### src/rtl/stream_argext_if.sv
// Stream bundle for stream_argext: input word stream, packet mode and
// result channel. The slave modport is the reducer's view.
`default_nettype none

interface stream_argext_if #(
  parameter int WIDTH     = 32,
  parameter int IDX_WIDTH = 16
);
  logic                 is_signed;
  logic                 find_min;
  logic                 s_valid;
  logic                 s_ready;
  logic [WIDTH-1:0]     s_data;
  logic                 s_last;
  logic                 m_valid;
  logic                 m_ready;
  logic [WIDTH-1:0]     m_value;
  logic [IDX_WIDTH-1:0] m_index;
  logic [IDX_WIDTH-1:0] m_count;
  logic                 m_ovf;

  modport slave (
    input  is_signed, find_min, s_valid, s_data, s_last, m_ready,
    output s_ready, m_valid, m_value, m_index, m_count, m_ovf
  );

  modport master (
    output is_signed, find_min, s_valid, s_data, s_last, m_ready,
    input  s_ready, m_valid, m_value, m_index, m_count, m_ovf
  );
endinterface

`default_nettype wire

### src/rtl/stream_argext.sv
//------------------------------------------------------------------------------
// Module  : stream_argext
// Brief   : Streaming arg-max/arg-min reducer over a valid/ready packet stream.
// Rev     : 1.0  initial release
//------------------------------------------------------------------------------
`default_nettype none

module stream_argext #(
  parameter int WIDTH     = 32,
  parameter int IDX_WIDTH = 16
) (
  input  logic            clk,
  input  logic            srstn,
  stream_argext_if.slave  bus
);

  localparam logic [1:0] ST_FIRST  = 2'd0;
  localparam logic [1:0] ST_ACCUM  = 2'd1;
  localparam logic [1:0] ST_OUTPUT = 2'd2;

  localparam logic [IDX_WIDTH-1:0] IDX_ONE = IDX_WIDTH'(1);

  logic [1:0]           state_q, state_d;
  logic                 ready_q, ready_d;
  logic [WIDTH-1:0]     best_q, best_d;
  logic [IDX_WIDTH-1:0] idx_q, idx_d;
  logic [IDX_WIDTH-1:0] cnt_q, cnt_d;
  logic                 ovf_q, ovf_d;
  logic                 sgn_q, sgn_d;
  logic                 min_q, min_d;

  logic                 w_beat;
  logic [WIDTH-1:0]     w_sign_flip;
  logic [WIDTH-1:0]     w_new_key;
  logic [WIDTH-1:0]     w_best_key;
  logic                 w_better;

  assign w_beat = bus.s_valid & ready_q;

  // Flipping the MSB maps two's complement order onto unsigned order.
  assign w_sign_flip = {sgn_q, {(WIDTH-1){1'b0}}};
  assign w_new_key   = bus.s_data ^ w_sign_flip;
  assign w_best_key  = best_q ^ w_sign_flip;
  assign w_better    = min_q ? (w_new_key < w_best_key) : (w_new_key > w_best_key);

  always_comb begin
    state_d = state_q;
    best_d  = best_q;
    idx_d   = idx_q;
    cnt_d   = cnt_q;
    ovf_d   = ovf_q;
    sgn_d   = sgn_q;
    min_d   = min_q;
    case (state_q)
      ST_FIRST: begin
        if (w_beat) begin
          best_d  = bus.s_data;
          idx_d   = '0;
          cnt_d   = '0;
          ovf_d   = 1'b0;
          sgn_d   = bus.is_signed;
          min_d   = bus.find_min;
          state_d = bus.s_last ? ST_OUTPUT : ST_ACCUM;
        end
      end
      ST_ACCUM: begin
        if (w_beat) begin
          cnt_d = cnt_q + IDX_ONE;
          if (&cnt_q) begin
            ovf_d = 1'b1;
          end
          if (w_better) begin
            best_d = bus.s_data;
            idx_d  = cnt_q + IDX_ONE;
          end
          state_d = bus.s_last ? ST_OUTPUT : ST_ACCUM;
        end
      end
      ST_OUTPUT: begin
        if (bus.m_ready) begin
          state_d = ST_FIRST;
        end
      end
      default: state_d = ST_FIRST;
    endcase
    // Registered ready follows the next state, so it never depends combinationally on inputs.
    ready_d = (state_d != ST_OUTPUT);
  end

  always_ff @(posedge clk) begin
    if (!srstn) begin
      state_q <= ST_FIRST;
      ready_q <= 1'b0;
      best_q  <= '0;
      idx_q   <= '0;
      cnt_q   <= '0;
      ovf_q   <= 1'b0;
      sgn_q   <= 1'b0;
      min_q   <= 1'b0;
    end else begin
      state_q <= state_d;
      ready_q <= ready_d;
      best_q  <= best_d;
      idx_q   <= idx_d;
      cnt_q   <= cnt_d;
      ovf_q   <= ovf_d;
      sgn_q   <= sgn_d;
      min_q   <= min_d;
    end
  end

  assign bus.s_ready = ready_q;
  assign bus.m_valid = (state_q == ST_OUTPUT);
  assign bus.m_value = best_q;
  assign bus.m_index = idx_q;
  assign bus.m_count = cnt_q;
  assign bus.m_ovf   = ovf_q;

endmodule

`default_nettype wire
### src/flat_wrapper.sv
// flat-port wrapper written by rule: the top's interface ports become plain ports
module stream_argext_flat 
#(
  parameter int WIDTH     = 32,
  parameter int IDX_WIDTH = 16
)
  (clk, srstn, bus_is_signed, bus_find_min, bus_s_valid, bus_s_data, bus_s_last, bus_m_ready, bus_s_ready, bus_m_valid, bus_m_value, bus_m_index, bus_m_count, bus_m_ovf);
  stream_argext_if #(.WIDTH(WIDTH), .IDX_WIDTH(IDX_WIDTH)) bus_i ();
  input  logic clk;
  input  logic srstn;
  input wire logic [$bits(bus_i.is_signed)-1:0] bus_is_signed;
  input wire logic [$bits(bus_i.find_min)-1:0] bus_find_min;
  input wire logic [$bits(bus_i.s_valid)-1:0] bus_s_valid;
  input wire logic [$bits(bus_i.s_data)-1:0] bus_s_data;
  input wire logic [$bits(bus_i.s_last)-1:0] bus_s_last;
  input wire logic [$bits(bus_i.m_ready)-1:0] bus_m_ready;
  output wire logic [$bits(bus_i.s_ready)-1:0] bus_s_ready;
  output wire logic [$bits(bus_i.m_valid)-1:0] bus_m_valid;
  output wire logic [$bits(bus_i.m_value)-1:0] bus_m_value;
  output wire logic [$bits(bus_i.m_index)-1:0] bus_m_index;
  output wire logic [$bits(bus_i.m_count)-1:0] bus_m_count;
  output wire logic [$bits(bus_i.m_ovf)-1:0] bus_m_ovf;
  assign bus_i.is_signed = bus_is_signed;
  assign bus_i.find_min = bus_find_min;
  assign bus_i.s_valid = bus_s_valid;
  assign bus_i.s_data = bus_s_data;
  assign bus_i.s_last = bus_s_last;
  assign bus_i.m_ready = bus_m_ready;
  assign bus_s_ready = bus_i.s_ready;
  assign bus_m_valid = bus_i.m_valid;
  assign bus_m_value = bus_i.m_value;
  assign bus_m_index = bus_i.m_index;
  assign bus_m_count = bus_i.m_count;
  assign bus_m_ovf = bus_i.m_ovf;
  stream_argext #(.WIDTH(WIDTH), .IDX_WIDTH(IDX_WIDTH)) u_core (.clk(clk), .srstn(srstn), .bus(bus_i));
endmodule
### config.mk
export PLATFORM = sky130hd
export DESIGN_NAME = stream_argext_flat
export DESIGN_NICKNAME = d
export VERILOG_FILES = /design/src/rtl/stream_argext_if.sv /design/src/rtl/stream_argext.sv /design/src/flat_wrapper.sv
export SDC_FILE = /design/constraint.sdc
export NUM_CORES = 1
export LEC_CHECK = 0
export ABC_AREA = 0
export BUFFER_PORTS_ARGS = -buffer_cell sky130_fd_sc_hd__clkbuf_2
export CORE_UTILIZATION = 40
export DETAILED_ROUTE_END_ITERATION = 10
export GPL_TIMING_DRIVEN = 1
export PLACE_DENSITY = 0.61
export SKIP_CTS_REPAIR_TIMING = 1
export SYNTH_ARGS = -nofsm -noshare
export SYNTH_HDL_FRONTEND = slang
export SYNTH_SLANG_ARGS = --single-unit
### constraint.sdc
create_clock -name clk -period 6.75 [get_ports clk]
set_input_delay 0.675 -clock clk [delete_from_list [all_inputs] [get_ports clk]]
set_output_delay 0.675 -clock clk [all_outputs]
set_load 0.005 [all_outputs]
======== Word level (Yosys, flattened, before mapping) ========
Index checks and enable logic that the tools add are counted.
cells by class
  reduce and logical (&&, ||, !) cells .... 8
  eq/ne operators ......................... 7
  $add $sub $neg .......................... 1
  multipliers ............................. 0
  shift-type cells ........................ 0
  muxes and demuxes ....................... 19
  bitwise operators ....................... 3
  div/mod/pow operators ................... 0
  $lt $le $gt $ge ......................... 2
operators by type and width
  cell                                                 count
  two-way mux 32 bit                                   3
  two-way mux 16 bit                                   4
  one-hot mux 16 bit (2 select lines)                  2
  one-hot mux 32 bit (2 select lines)                  1
  XOR 32 bit                                           2
  greater-than comparator 32 bit                       1
  < comparator 32 bit                                  1
  adder 16 x 1 -> 16 bit, second input constant        1
  AND reduction 16 bit                                 1
  != test 2 x 1 -> 1 bit, second input constant        4
  AND reduction 4 bit                                  2
  two-way mux 2 bit                                    3
  two-way mux 1 bit                                    4
  one-hot mux 2 bit (2 select lines)                   1
  AND reduction 3 bit                                  1
  equality test 2 x 1 -> 1 bit, second input constant  1
  equality test 2 bit, second input constant           1
  logical NOT 2 bit                                    1
  != test 2 bit, second input constant                 1
  one-hot mux 1 bit (2 select lines)                   1
  AND reduction 2 bit                                  1
  nonzero test 2 bit                                   1
  OR reduction 2 bit                                   1
  bitwise AND 1 bit                                    1
word-level totals
  RAM bits ................................ 0
  word-level logic and storage cells ...... 48
  register bits after elaboration ......... 70
  input port bits ......................... 39
  output and inout port bits .............. 67
  bits in latches ......................... 0
  memory bits (read-only) ................. 0
  memories ................................ 0

======== Depth between registers and ports, before layout ========
Gate-level depths: netlist (run 1).
  depth in word-level cells ............... 6
  mapped depth ............................ 12
  gate-level depth less buffers ........... 10

======== Worst setup path before layout (run 1) ========
No wires, ideal clock.
  path kind ............................... input-to-reg
  from .................................... input bus_s_data[31]
  to ...................................... register u_core.idx_q[0] (netlist: u_core.bus.m_index[0])
  slack ................................... 3.770 ns
  buffers on the path ..................... 0
  required time ........................... 6.673 ns
  arrival ................................. 2.903 ns
  stages .................................. 9
  library setup time ...................... 0.077 ns
  cell sequence ........................... xor2_1 ha_1 nand4_1 a2111oi_0 or4_1 a21oi_2 mux2i_1 nand2_1 o22ai_1
between the ends
  longest elaborated chain between the ends .. 5
  elaborated cells on any way between the ends .. 6
  those cells by class .................... order compare (2); eq/ne (1); mux (1); bitwise (1); reduce/logical (1)
RTL lines
  what                                                                   line                  source
  start, declared                                                        flat_wrapper.sv:14    input wire logic [$bits(bus_i.s_data)-1:0] bus_s_data;
  XOR 32 bit (*)                                                         stream_argext.sv:42   assign w_new_key = bus.s_data ^ w_sign_flip;
  greater-than comparator 32 bit or < comparator 32 bit (tied branches)  stream_argext.sv:44   assign w_better = min_q ? (w_new_key < w_best_key) : (w_new_key > w_best_key);
  two-way mux 1 bit (*)                                                  stream_argext.sv:44
  != test 2 x 1 -> 1 bit (no line) (*)                                   n/a
  AND reduction 4 bit (no line) (*)                                      n/a
  end signal, assigned                                                   stream_argext.sv:104  idx_q <= idx_d;
  end, declared                                                          stream_argext.sv:26   logic [IDX_WIDTH-1:0] idx_q, idx_d;
Every way passes the cells marked *; elsewhere a longest branch is shown, timed or not.
A chain may end at the register's enable or synchronous reset.

======== Final worst setup path (run 1) ========
  from .................................... input bus_s_data[31]
  to ...................................... register u_core.best_q[15] (netlist: u_core.bus.m_value[15])
between the ends
  longest elaborated chain between the ends .. 5
  elaborated cells on any way between the ends .. 6
  those cells by class .................... order compare (2); eq/ne (1); mux (1); bitwise (1); reduce/logical (1)
RTL lines
  what                                                                   line                  source
  XOR 32 bit (*)                                                         stream_argext.sv:42
  greater-than comparator 32 bit or < comparator 32 bit (tied branches)  stream_argext.sv:44
  two-way mux 1 bit (*)                                                  stream_argext.sv:44
  != test 2 x 1 -> 1 bit (no line) (*)                                   n/a
  AND reduction 4 bit (no line) (*)                                      n/a
  end signal, assigned                                                   stream_argext.sv:103  best_q <= best_d;
  end, declared                                                          stream_argext.sv:25   logic [WIDTH-1:0] best_q, best_d;
Marks and branches as above.

==> results.md, run 1 <==
Outcome:
- The run finished with clean final reports.

Logic synthesis:
- The cell count after synthesis is 468.
- The number of synthesized flops with an enable pin is 0.
- Of the post-synthesis cell area, the dominant cell type holds 37.2%.
- The synthesized netlist net count is 540.
- The number of synthesized register bits is 70.
- After synthesis, the share of flip-flops with an asynchronous set or reset is 0%.
- After synthesis the cells add up to 0.00377 mm^2.
- The synthesized design spends more area on one cell type than any other, namely sky130_fd_sc_hd__dfxtp_1.
- The proportion of synthesized chip area in sequential cells is 37.2%.
- Among all flip-flop cells after synthesis, the most frequent one is sky130_fd_sc_hd__dfxtp_1.
- During synthesis, Yosys emitted a total of 0 warnings.
- The number of different library cells in the post-synthesis netlist is 42.
- Counting instances in the post-synthesis netlist gives the leading cell types as sky130_fd_sc_hd__nand2_1 (109), sky130_fd_sc_hd__dfxtp_1 (70), sky130_fd_sc_hd__inv_1 (36).
- The most used standard cell by instance count after synthesis is sky130_fd_sc_hd__nand2_1.
- Ranked by total cell area, the synthesized netlist is headed by sky130_fd_sc_hd__dfxtp_1 (37%), sky130_fd_sc_hd__ha_1 (11%), sky130_fd_sc_hd__nand2_1 (11%), sky130_fd_sc_hd__mux2i_1 (8.8%), sky130_fd_sc_hd__a21oi_1 (3.8%).
- The average instance in the mapped netlist occupies 8.06 um^2.

Power and ir drop:
- The cell internal power dissipation is 719 uW.
- The peak supply drop is 0.0951 mV.
- Dividing total power by cell area gives a power density of 212 mW/mm^2.
- The leakage power is 0.00199 uW.
- The portion of total power attributed to sequential cells is 44.9%.
- The share of total power dissipated in the clock network is 41.5%.
- In this run the power spent charging and discharging nets is 251 uW.
- The switching share of total power is 25.8%.
- The combinational cell fraction of total power is 13.5%.

Place:
- Prior to clock tree synthesis, the placed netlist has a worst setup slack of 2.63 ns.
- Once placement completed, the tool counted placed cells totaling 664.
- At the end of routability-driven placement, the weighted congestion stood at 0.771.
- The number of buffers added on ports is 105.
- The detailed placer's ending HPWL is 6750 um.

Layout:
- The share of post-route cells with drive strength above 1 is 22.3%.
- Compared with the post-synthesis result, the final layout area differs by 21.4%.
- The number of fillers in the final layout is 932.
- The sequential cell area in the final layout is 0.00140 mm^2.
- The finished layout holds 680 standard cells, fillers aside.
- The antenna diode instance count is 0.
- In the final design database the tool counted 636 nets.
- In the final layout, the multi-input gates occupy 0.00213 mm^2.

STA:
- The number of pins with negative max-slew slack in the final report is 0.
- The maximum achievable frequency is 268 MHz.
- Setup repair after global routing left no endpoint under its margin.
- The total count of hold-check failures in the final report is 0.
- On the final layout, the worst clock skew is 0.0103 ns.
- After layout, the worst setup slack is 3.03 ns.
- The final number of setup-violating endpoints is 0.
- The final critical-path required period is 3.72 ns.
- The normalized max-slew margin is 39.9%.
- The sum of negative setup slack is 0 ns.
- The transition time at the pin with the least slew margin is 0.902 ns.
- The worst path uses 55.2% of the clock period.

Floorplanning:
- The floorplan die area is 0.00982 mm^2.
- The floorplan core area is 0.00920 mm^2.
- The number of standard-cell rows in the floorplan is 35.
- The vertical die dimension is 99.1 um.
- Measured along the x axis, the die boundary spans 99.1 um.
- Once the floorplan was initialized, standard cells occupied 41.0% of the core.
- The number of top-level pins is 106.

Clock tree:
- For this design, the sink count on the clock tree is 70.
- The clock-pin slew on the worst setup and hold paths is 0.07 ns.
- CTS built an H-tree with a depth of 3.
- The clock tree from TritonCTS is built.
- The clock latency of the later-clocked register in the worst-skew pair is 0.36 ns.
- The clock tree root driver cell is sky130_fd_sc_hd__clkbuf_8.
- The clock buffer count from CTS is 9.
- The number of buffers on the longest clock path is 2.

Critical path:
- Along the worst path, the maximum fanout reaches 26.
- The type of element launching the critical path is an input pin.
- The standard cell with the maximum stage delay on the critical path is sky130_fd_sc_hd__a31oi_4.
- In this run the critical register-to-register path is captured at u_core.bus.m_value[15].
- The signal on the critical path passes through clkbuf_2 > xor2_1 > ha_1 > nand4_1 > a2111oi_0 > or4_1 > a21oi_2 > a311o_1 > a31oi_4 > buf_4 > mux2i_1.
- The startpoint identified for the worst register-to-register timing path is u_core.sgn_q.
- STA classifies the critical path endpoint as a flip-flop.
- The required time of the critical path is 7.02 ns.
- The register-to-register path setup slack is 3.11 ns.
- The critical path in this run is classified as input pin to flip-flop.
- The worst path arrival time is 4.00 ns.
- On the worst path, the slowest cell contributes a delay of 0.76 ns.
- Counting cells, the worst reg-to-reg path comes to 10.

Global routing:
- The number of antenna violations at the first check in global routing is 0.
- The first global-routing pass estimated 15200 um of wire.
- Entering global routing, the biggest net connects 85 pins.
- The residual overflow from global routing is 0.
- Global routing consumed, over all layers together, 19.6% of the routing resources.
- The via count of the first global-routing pass came to 3218.

Min path:
- The path class of the tightest hold or removal check is flip-flop to flip-flop.
- The destination of the worst hold path is u_core.bus.m_index[8].
- The start point of the worst min-delay path is u_core.bus.m_index[8].
- The worst hold path was traced through 2 stages.

Drt:
- For this run, design rule violations remaining after detail routing come to 0.
- Summed over all layers, the routed wires come to 9410 um.
- The final route contains 3478 vias.
- After the first detailed-routing iteration, the DRC count stood at 141.
- In the final routed layout, each cell accounts on average for 13.8 um.
- The number of detailed-routing iterations run before antenna repair is 4.
- In this run the remaining antenna-violating nets after routing total 0.
- In the routed layout, each cell is associated on average with a via count of 5.11.

Run:
- Max-cap violations in this run came to 0.
[per-stage QoR]
| stage | cell area, um^2 | total power [uW] | hold WS (ns) | util, % |
|---|---|---|---|---|
| CTS | 4580 | 978 | 0.472 | 49.8 |
| finish | 4580 | 970 | 0.464 | 49.8 |
| detailed placement | 4340 | 577 | 0.460 | 47.2 |
| global route | 4580 | 1020 | 0.495 | 49.8 |
| global placement | 4340 | 573 | 0.448 | 47.2 |
| floorplan | 3770 | 531 | 0.452 | - |
[placed cells by master, fill, tap and decap left out, drive strengths merged, types with 3 or more instances in the layout]
master / instances
mux2i: 33
nand2: 109
a21oi: 30
and3: 5
xor2: 10
nor2b: 4
dfxtp: 70
clkbuf: 118
xnor2: 6
nor3: 8
o21ai: 15
o22ai: 10
nand3: 15
nand4: 8
inv: 36
a21o: 3
ha: 33
nor2: 30
[power groups by stage]
stage	clock network [uW]	registers [uW]	logic (uW)
finish	403	436	131
CTS	409	436	133
global placement	0	445	129
detailed placement	0	445	132
floorplan	0	444	87.0
global route	430	437	150
[per-layer routing]
layer	share of wire (%)	up-vias	global-route usage [%]
met4	1.2	0	6.45
met5	0	-	0
met2	45	93	31.5
met3	5.9	10	5.04
li1	-	1769	-
met1	48	1606	25.7
[worst max path at each step]
stage                    from                      to  slack (ns)  cells past startpoint
6_report       bus_s_data[31]  u_core.bus.m_value[15]        3.03                     11
3_5_place_dp   bus_s_data[31]  u_core.bus.m_value[30]        2.63                     11
3_3_place_gp   bus_s_data[31]  u_core.bus.m_value[25]        2.76                     11
4_1_cts        bus_s_data[31]  u_core.bus.m_value[15]        2.97                     11
2_1_floorplan  bus_s_data[31]   u_core.bus.m_index[0]        3.77                      9
5_1_grt        bus_s_data[31]  u_core.bus.m_value[12]        2.76                     11
[final cells by class]
class | instances | area share (%)
inverters | 36 | 2.95
flip-flops and latches | 70 | 30.6
clock buffers | 13 | 3.69
well taps | 111 | 3.03
repair buffers | 107 | 11.8
multi-input cells | 340 | 46.5
clock inverters | 3 | 1.42
[registers in the layout, indices dropped and copies added, names as in the netlist]
name and count:
u_core.bus.m_value 32, u_core.bus.m_count 16, u_core.bus.m_index 16, u_core.state_q 2, u_core.bus.m_ovf 1, u_core.bus.s_ready 1, u_core.min_q 1, u_core.sgn_q 1
[critical path, delay by kind of cell]
family	cells	cell delay (ns)
buf+inv	2	0.62
mux	1	0.26
fa+ha+maj	1	0.33
xor+xnor	1	0.16
simple gates	2	0.38
compound gates	4	1.57
[cell families after synthesis]
group	count (synthesis)	share of synthesized area (%)
xor gates and xnor gates	16	3.72
DFF	70	37.2
adders and majority gates	33	11.0
buffers and inverters	58	6.64
and+or+nand+nor	187	21.3
AOI/OAI and AO/OA	71	11.5
muxes	33	8.76
(Power assumes the default switching activity.)
==> inputs of run 2 (changes only) <==
clock period = 3.7 ns   (was 6.75 ns; I/O delays follow)
==> results.md, run 2 (synthesis gave the netlist of run 1 again) <==
Power and ir drop:
- The switching power of the nets is 431 uW (was 251 uW).
- The peak supply drop was 0.214 mV (was 0.0951 mV).
- The leakage power is 0.00197 uW (was 0.00199 uW).
- The switching share of total power was 27.5% (was 25.8%).
- The power density over cell area is 346 mW/mm^2 (was 212 mW/mm^2).
- The combinational cell fraction of total power came to 15.6% (was 13.5%).
- The clock network fraction of total power is 33.6% (was 41.5%).
- The portion of total power attributed to sequential cells was 50.8% (was 44.9%).
- The cell internal power dissipation was 1140 uW (was 719 uW).

Global routing:
- The maximum number of pins on one net before global-route repair came to 84 (was 85).
- The residual overflow from global routing was 0 (unchanged).
- The number of antenna violations at the first check in global routing is 0 (unchanged).
- The via count of the first global-routing pass is 3190 (was 3218).
- The global-route wire length before repair came to 15200 um (about the same).
- The total global-route track usage was 19.5% (was 19.6%).

Clock tree:
- The H-tree depth is 3 (unchanged).
- The clock-pin slew on the worst setup and hold paths is 0.07 ns (about the same).
- The number of buffers on the longest clock path came to 2 (unchanged).
- The total clock sinks is 70 (unchanged).
- The clock tree from TritonCTS was built (unchanged).
- The clock latency of the later-clocked register in the worst-skew pair is 0.34 ns (was 0.36 ns).
- The clock tree root driver cell is sky130_fd_sc_hd__clkbuf_8 (unchanged).
- The clock buffer count from CTS came to 9 (unchanged).

STA:
- The setup slack of the critical path after layout is 0.658 ns (was 3.03 ns).
- Unrepaired setup endpoints after global routing: false (unchanged).
- For this run, the top clock speed supported by timing is 329 MHz.
- The normalized max-slew margin was 45.3% (was 39.9%).
- The clock period could shrink to 3.04 ns.
- The transition time at the pin with the least slew margin was 0.821 ns (was 0.902 ns).
- The number of pins with negative max-slew slack in the final report is 0 (unchanged).
- The sum of negative setup slack came to 0 ns (unchanged).
- The total count of hold-check failures in the final report was 0 (unchanged).
- Of the available clock period, the critical path in the final layout requires 82.2%.
- The worst-case clock skew came to 0.00791 ns (was 0.0103 ns).
- The final number of setup-violating endpoints is 0 (unchanged).

Drt:
- The DRC marker count from the first detailed-route iteration came to 141 (unchanged).
- The per-cell routed wire length was 13.5 um (was 13.8 um).
- The number of nets with antenna violations after detailed routing is 0 (unchanged).
- The number of design rule violations left after detail routing was 0 (unchanged).
- The number of detailed-routing iterations run before antenna repair is 4 (unchanged).
- The post-detailed-route via-to-cell ratio came to 5.10 (was 5.11).
- The final routed wirelength across all metal layers is 9210 um (was 9410 um).
- The total via count after detailed routing is 3471 (was 3478).

Critical path:
- The number of cells on the worst reg-to-reg path is 10 (unchanged).
- The largest fanout of any net on the critical path is 11 (was 26).
- The highest cell delay on the worst timing path was 0.42 ns (was 0.76 ns).
- The required time of the critical path is 3.95 ns (was 7.02 ns).
- The kind of cell with the highest combined delay on the critical path was compound AO/OA/AOI/OAI gates (unchanged).
- Cell chain of the critical path: xor2_1 > ha_1 > nand4_1 > a2111oi_0 > or4_1 > a21oi_2 > a311o_1 > a31oi_4 > buf_4 > mux2i_1 (was clkbuf_2 > xor2_1 > ha_1 > nand4_1 > a2111oi_0 > or4_1 > a21oi_2 > a311o_1 > a31oi_4 > buf_4 > mux2i_1).
- The beginning of the worst register-to-register path was u_core.sgn_q (unchanged).
- The number of buffer and inverter instances along the worst setup path is 1 (was 2).
- The worst path arrival time was 3.30 ns (was 4.00 ns).
- The critical register-to-register path endpoint was u_core.bus.m_value[5] (was u_core.bus.m_value[15]).
- The nature of the critical path endpoint is a flip-flop (unchanged).
- The register-to-register path setup slack was 0.66 ns (was 3.11 ns).
- The standard cell with the maximum stage delay on the critical path is sky130_fd_sc_hd__a2111oi_0 (was sky130_fd_sc_hd__a31oi_4).
- The class of the most critical setup path is flip-flop to flip-flop (was input pin to flip-flop).
- The type of element launching the critical path was a flip-flop (was input pin).

Floorplanning:
- The vertical die dimension is 99.1 um (unchanged).
- The floorplan core area came to 0.00920 mm^2 (unchanged).
- The floorplan die area is 0.00982 mm^2 (unchanged).
- The number of standard-cell rows in the floorplan is 35 (unchanged).
- The initial core utilization is 41.0% (unchanged).
- The number of top-level pins is 106 (unchanged).
- The die width came to 99.1 um (unchanged).

Min path:
- The hold path depth is 3 (was 2).
- The class of the tightest hold or removal check is input pin to flip-flop (was flip-flop to flip-flop).
- The destination of the worst hold path is u_core.min_q (was u_core.bus.m_index[8]).
- The start point of the worst min-delay path is bus_find_min (was u_core.bus.m_index[8]).

Run:
- The number of max-cap violations is 0 (unchanged).

Place:
- The detailed placer's ending HPWL is 6700 um (was 6750 um).
- The pre-CTS worst setup slack is 0.509 ns (was 2.63 ns).
- The routability-driven placement congestion ratio came to 0.819 (was 0.771).
- The number of buffers added on ports came to 105 (unchanged).

Layout:
- The post-synthesis to final-layout area growth came to 20.2% (was 21.4%).
- The antenna diode instance count came to 0 (unchanged).
- The share of post-route cells with drive strength above 1 was 22.3% (about the same).
- The flip-flop count of the largest register, all copies and words added was 32 (unchanged).
- Highest-count cells in the layout ignoring fill and taps: sky130_fd_sc_hd__nand2_1 (109), sky130_fd_sc_hd__clkbuf_2 (105), sky130_fd_sc_hd__dfxtp_1 (70), sky130_fd_sc_hd__inv_1 (36) (unchanged).
- The most frequent standard cell in the layout excluding fill and tap cells was sky130_fd_sc_hd__nand2_1 (unchanged).
- The number of fillers in the final layout is 920 (was 932).
- The layout net count is 639 (was 636).

Outcome:
- Result of the run: complete, no violations (unchanged).
==> run 2: cell count changes in the layout (fill, tap and decap cells not counted), sizes merged <==
cell    delta
buf        +3
clkbuf     -1
clkinv     +1
bufinv     -2
==> run 2: layout make-up <==
cell class / instances / area [um^2] / share of cell area (%)
inverters: 36 / 135 / 2.98
repair buffers: 110 / 576 / 12.7
flip-flops and latches: 70 / 1400 / 30.9
multi-input cells: 340 / 2130 / 46.9
clock inverters: 2 / 10.0 / 0.221
well taps: 111 / 139 / 3.06
clock buffers: 12 / 145 / 3.20
==> run 2: worst max-delay path by stage <==
stage                        start                endpoint  slack (ns)  cells past startpoint
floorplan           bus_s_data[31]   u_core.bus.m_index[0]        1.03                      9
global placement    bus_s_data[31]  u_core.bus.m_value[25]        0.62                     11
detailed placement  bus_s_data[31]   u_core.bus.m_value[5]        0.51                     11
CTS                   u_core.sgn_q   u_core.bus.m_value[5]        0.61                     10
global route          u_core.sgn_q  u_core.bus.m_value[30]        0.47                      9
finish                u_core.sgn_q   u_core.bus.m_value[5]        0.66                     10
==> run 2: power by group through the flow <==
stage / clock network [uW] / registers (uW) / logic (uW)
2_1_floorplan: 0 / 810 / 159
3_3_place_gp: 0 / 811 / 241
3_5_place_dp: 0 / 812 / 245
4_1_cts: 539 / 795 / 247
5_1_grt: 576 / 798 / 278
6_report: 527 / 795 / 245
==> run 2: worst min-delay path, stage by stage <==
cell and delay, ns:
sky130_fd_sc_hd__clkbuf_2 0.09, sky130_fd_sc_hd__nand2_1 0.05, sky130_fd_sc_hd__a21oi_1 0.05
==> run 2: metrics by stage <==
step | area (um^2) | hold slack, ns | total power (uW) | util [%] | cells
floorplan | 3770 | 0.452 | 969 | - | 468
global placement | 4380 | 0.447 | 1050 | 47.6 | 667
detailed placement | 4380 | 0.455 | 1060 | 47.6 | 667
CTS | 4530 | 0.259 | 1580 | 49.3 | 681
global route | 4530 | 0.259 | 1650 | 49.3 | 681
finish | 4530 | 0.272 | 1570 | 49.3 | 681
==> run 2: layer usage <==
metal | track usage [%] | up-vias | wire [um]
li1 | - | 1773 | -
met1 | 24.6 | 1598 | 4330
met2 | 33.5 | 94 | 4320
met3 | 4.96 | 6 | 480
met4 | 4.07 | 0 | 77
met5 | 0 | - | 0
